===== config.mk =====
export PLATFORM = sky130hd
export DESIGN_NAME = seg_display_arbiter
export DESIGN_NICKNAME = d
export VERILOG_FILES = /design/src/rtl/seg_arb_pkg.sv /design/src/rtl/rr_pick.sv /design/src/rtl/seg_display_arbiter.sv
export SDC_FILE = /design/constraint.sdc
export NUM_CORES = 1
export LEC_CHECK = 0
export ABC_CLOCK_PERIOD_IN_PS = 9300
export CORE_AREA = 2 2 113 115
export CTS_CLUSTER_SIZE = 25
export DETAILED_ROUTE_END_ITERATION = 6
export DIE_AREA = 0 0 115 117
export PLACE_DENSITY = 0.77
export SYNTH_ARGS = -nofsm -noshare
export SYNTH_HDL_FRONTEND = slang
export SYNTH_HIERARCHICAL = 1
export SYNTH_SLANG_ARGS = --single-unit

===== constraint.sdc =====
create_clock -name clk_in -period 9.3 [get_ports clk_in]
set_input_delay 0.93 -clock clk_in [delete_from_list [all_inputs] [get_ports clk_in]]
set_output_delay 0.93 -clock clk_in [all_outputs]
set_load 0.005 [all_outputs]

===== src/rtl/seg_arb_pkg.sv =====
// Shared types and constants for the seven-segment display arbiter.
package seg_arb_pkg;
  typedef enum logic {IDLE, SHOW} seg_arb_state_t;
  localparam int SEG_VAL_W = 32;
endpackage


===== src/rtl/rr_pick.sv =====
// Combinational round-robin picker: first set request at or above ptr, with wrap.
module rr_pick #(
  parameter int NUM_REQ = 4,
  parameter int REQ_W   = $clog2(NUM_REQ)
) (
  input  logic [NUM_REQ-1:0] req,
  input  logic [REQ_W-1:0]   ptr,
  output logic [NUM_REQ-1:0] gnt,
  output logic [REQ_W-1:0]   gnt_idx,
  output logic               any_valid
);

  int               idx;
  logic [REQ_W-1:0] sel;

  always_comb begin
    gnt       = '0;
    gnt_idx   = '0;
    any_valid = 1'b0;
    idx       = 0;
    sel       = '0;
    for (int k = 0; k < NUM_REQ; k++) begin
      idx = int'(ptr) + k;
      if (idx >= NUM_REQ) idx = idx - NUM_REQ;
      sel = idx[REQ_W-1:0];
      if (!any_valid && req[sel]) begin
        any_valid = 1'b1;
        gnt[sel]  = 1'b1;
        gnt_idx   = sel;
      end
    end
  end

endmodule


===== src/rtl/seg_display_arbiter.sv =====
// Round-robin owner of the 8-digit seven-segment display with a minimum dwell
// per grant; val_out feeds seven_segment_controller.val_in.
module seg_display_arbiter
  import seg_arb_pkg::*;
#(
  parameter int NUM_REQ      = 4,
  parameter int DWELL_CYCLES = 50_000_000,
  parameter int REQ_W        = $clog2(NUM_REQ)
) (
  input  logic                           clk_in,
  input  logic                           rst_in,
  input  logic [NUM_REQ-1:0]             req_valid_in,
  input  logic [SEG_VAL_W*NUM_REQ-1:0]   req_data_in,
  output logic [NUM_REQ-1:0]             req_ready_out,
  output logic [SEG_VAL_W-1:0]           val_out,
  output logic [REQ_W-1:0]               owner_out,
  output logic                           active_out
);

  localparam logic [31:0] DWELL_LAST = 32'(DWELL_CYCLES - 1);

  seg_arb_state_t       state;
  logic [31:0]          dwell_cnt;
  logic [REQ_W-1:0]     rr_ptr;
  logic [NUM_REQ-1:0]   gnt;
  logic [REQ_W-1:0]     gnt_idx;
  logic                 any_valid;
  logic                 arb_opp;
  logic [SEG_VAL_W-1:0] req_data [NUM_REQ];

  for (genvar i = 0; i < NUM_REQ; i++) begin : g_unpack
    assign req_data[i] = req_data_in[i*SEG_VAL_W +: SEG_VAL_W];
  end

  rr_pick #(.NUM_REQ(NUM_REQ), .REQ_W(REQ_W)) u_rr_pick (
    .req       (req_valid_in),
    .ptr       (rr_ptr),
    .gnt       (gnt),
    .gnt_idx   (gnt_idx),
    .any_valid (any_valid)
  );

  // The expiry cycle doubles as an arbitration slot so back-to-back grants leave no gap.
  assign arb_opp = (state == IDLE) || (dwell_cnt == DWELL_LAST);

  always_comb begin
    req_ready_out = '0;
    if (!rst_in) begin
      if (arb_opp) req_ready_out = gnt;
      else         req_ready_out[owner_out] = 1'b1;
    end
  end

  always_ff @(posedge clk_in or posedge rst_in) begin
    if (rst_in) begin
      state      <= IDLE;
      dwell_cnt  <= '0;
      rr_ptr     <= '0;
      val_out    <= '0;
      owner_out  <= '0;
      active_out <= 1'b0;
    end else if (arb_opp) begin
      if (any_valid) begin
        val_out    <= req_data[gnt_idx];
        owner_out  <= gnt_idx;
        active_out <= 1'b1;
        dwell_cnt  <= '0;
        state      <= SHOW;
        rr_ptr     <= (gnt_idx == REQ_W'(NUM_REQ - 1)) ? '0 : gnt_idx + REQ_W'(1);
      end else begin
        state      <= IDLE;
        active_out <= 1'b0;
      end
    end else begin
      // Owner may refresh its value mid-dwell without extending the dwell.
      dwell_cnt <= dwell_cnt + 32'd1;
      if (req_valid_in[owner_out]) val_out <= req_data[owner_out];
    end
  end

endmodule


==> metrics.csv <==
stage,metric,value,unit
outcome,status,finished clean,
placed_design,portBuffers,172,
synth,yosysSeqAreaShare,31.7,%
finish,fillCellCount,958,
critical_path,path_class,input pin to output pin,
timing,post-route-period-util,47.9,%
floorplanning,core,12300,sq um
synth,ys_seq_elements,69,
grt,grt_pass1_wl,24700,microns
hold_path,min_from,dwell_cnt[22]$_DFFE_PP0P_,
clock_network,htree_levels,3,
finish,regArea,1730,sq um
critical_path,reg2reg_slack,5.28,ns
timing,worst_slew_pin_slew,0.887,ns
floorplanning,start_util,44.2,%
finish,n_antenna_cell,0,
power,ir_drop,0.0928,mV
placed_design,placed_area,7250,sq um
clock_network,hold_buffers,0,
timing,clock.fmax,0.224,GHz
critical_path,path_delay_family,buffers and inverters,
placed_design,gp_congestion,0.865,
critical_path,start_kind,input pin,
floorplanning,die_h,117,microns
grt,track_usage,23.8,%
critical_path,worstRegToRegCells,10,
hold_path,hold_path_depth,1,
critical_path,worstPathCellList,clkdlybuf4s50_1 > mux4_2 > nor4b_4 > a22oi_1 > o21ai_0 > nand2_1 > a21oi_1 > clkdlybuf4s50_1,
synth,async_reset_ff_share,100,%
route,first_pass_iters,4,
job,drv_cap,0,
placed_design,post-dp-hpwl,11700,microns
synth,ys.flop_type,dfrtp_1,
route,vias_per_cell,6.33,
clock_network,post_cts_resized,0,
finish,nets,752,
timing,finalHoldViolCount,0,
critical_path,cpPeakStageDelay,0.66,ns
floorplanning,die_area,13500,sq um
clock_network,insertion_delay,0.33,ns
route,ant_nets,0,
critical_path,required,8.37,ns
grt,grt_pass1_vias,4900,
grt,grt_max_degree,70,
power,p_leak,3.05,nW
route,wl_per_cell,21.0,microns
synth,yosysUniqueCellTypes,53,
critical_path,slowest_stage,mux4_2,
synth,syn_nets,601,
timing,tns,0,ns
critical_path,cp_max_fo,13,
timing,hold_slack,0.492,ns
timing,setup_violations,0,
synth,syn_inst,460,
synth,synth_edf_count,0,
route,vias,4841,
timing,fin_skew,0.00813,ns
hold_path,hp-class,flop to flop,
clock_network,cts_buffers,9,
synth,synth_area,5440,sq um
clock_network,cts.sinks,69,
clock_network,clock_path_buffers,2,
critical_path,reg2reg_to,val_out[23]$_DFFE_PP0P_,
finish,syn2layout_area_growth,38.8,%
timing,rsz0062_at_grt,false,
finish,mostFrequentLayoutCells,"clkdlybuf4s50_1 (172), dfrtp_1 (68), mux4_2 (67)",
critical_path,cp.arrival,3.53,ns
finish,multi_input_area,3510,sq um
route,routed_wl,16100,microns
floorplanning,die_x,115,microns
critical_path,cp_common_cell,clkdlybuf4s50_1,
route,drt-initial-drc-count,366,
floorplanning,io_pins,173,
route,drc,0,
grt,gr-total-overflow,0,
floorplanning,row_count,41,
timing,finalCriticalPeriod,4.46,ns
timing,slew_headroom,40.9,%
power,powerDensity,127,nW/um^2
clock_network,postCtsSetupBuffers,0,
finish,design_area,7550,sq um
clock_network,clk_pin_slew,0.06,ns
critical_path,end_kind,output pin,
finish,layout_commonest_cell,clkdlybuf4s50_1,
critical_path,rr_startpoint,rr_ptr[0]$_DFFE_PP0P_,
timing,slew_viol_final,0,
critical_path,critPathBufInv,2,
grt,antenna_found_initial,0,
synth,avgSynthCellArea,11.8,sq um
hold_path,min_to,dwell_cnt[22]$_DFFE_PP0P_,
clock_network,cts_tree,yes,
synth,yosysWarnings,6,
clock_network,cts_root_buf,clkbuf_16,
finish,drive_above_1_share,17.7,%
finish,final_util,61.4,%
## cells by family after synthesis
logic type	count (synthesis)	share of synthesized area [%]
muxes	83	31.4
xor gates and xnor gates	4	0.644
DFF	69	31.7
and+or+nand+nor	151	16.2
adders and majority gates	7	1.61
AOI/OAI and AO/OA	95	14.3
buffers and inverters	51	4.09
## area by class of cell
class / instances / area share (%)
timing repair buffer: 182 / 23.8
multi-input combinational: 340 / 46.4
clock inverter: 3 / 0.596
sequential: 69 / 22.9
tap: 150 / 2.48
inverter: 9 / 0.447
clock buffer: 12 / 3.40
## cells in the mapped netlist (10+ instances only)
library cell,count,share of area [%]
a211o_1,14,2.3
a221o_1,32,5.9
and3_1,52,6.0
buf_2,10,0.92
clkbuf_1,26,1.8
dfrtp_1,69,32
mux4_2,67,28
nand2_1,18,1.2
nand3_1,16,1.5
nand4_1,12,1.4
nor2_1,10,0.69
nor3_1,16,1.5
o21ai_0,15,1.4
## worst register-to-register path, stage by stage (launching register included)
cell and delay (ns):
dfrtp_1 0.72, inv_1 0.16, ha_1 0.39, mux4_2 0.44, and2b_2 0.31, o21ai_0 0.16
o31ai_4 0.12, buf_4 0.55, mux4_2 0.60, and3_1 0.20, a221o_1 0.26
## registers in the layout (all words and copies together), names as in the netlist
signal,count
dwell_cnt,32
owner_out,2
rr_ptr,2
state,1
val_out,32
## through the flow
step	setup WS (ns)	total power, mW	instances
after floorplan	5.47	0.493	460
after global placement	5.00	0.610	750
after detailed placement	4.86	0.620	750
after CTS	4.88	0.966	765
after global routing	4.66	1.00	765
final	4.84	0.961	765
## routing by layer
layer	global-route usage (%)	vias up	wire length [microns]
met2	43.0	174	8650
li1	-	2219	-
met4	9.56	0	447
met1	27.1	2417	5860
met3	6.18	31	1120
met5	0	-	0
## where the power goes
group | switching (mW) | internal, mW | leakage, nW
logic | 0.0899 | 0.159 | 2.05
clock network | 0.126 | 0.221 | 0.141
registers | 0.0342 | 0.331 | 0.854
total | 0.250 | 0.711 | 3.05
## how the worst max path moves through the flow
stage,from,endpoint,slack (ns),cells after the start
floorplan,req_valid_in[2],val_out[0]$_DFFE_PP0P_,5.47,10
global placement,req_valid_in[3],req_ready_out[2],5.00,8
detailed placement,req_valid_in[3],dwell_cnt[4]$_DFFE_PP0P_,4.86,8
CTS,req_valid_in[3],req_ready_out[1],4.88,8
global route,req_valid_in[3],req_ready_out[1],4.66,8
finish,req_valid_in[3],req_ready_out[1],4.84,8
No activity file was read; power rests on OpenSTA's default activity.
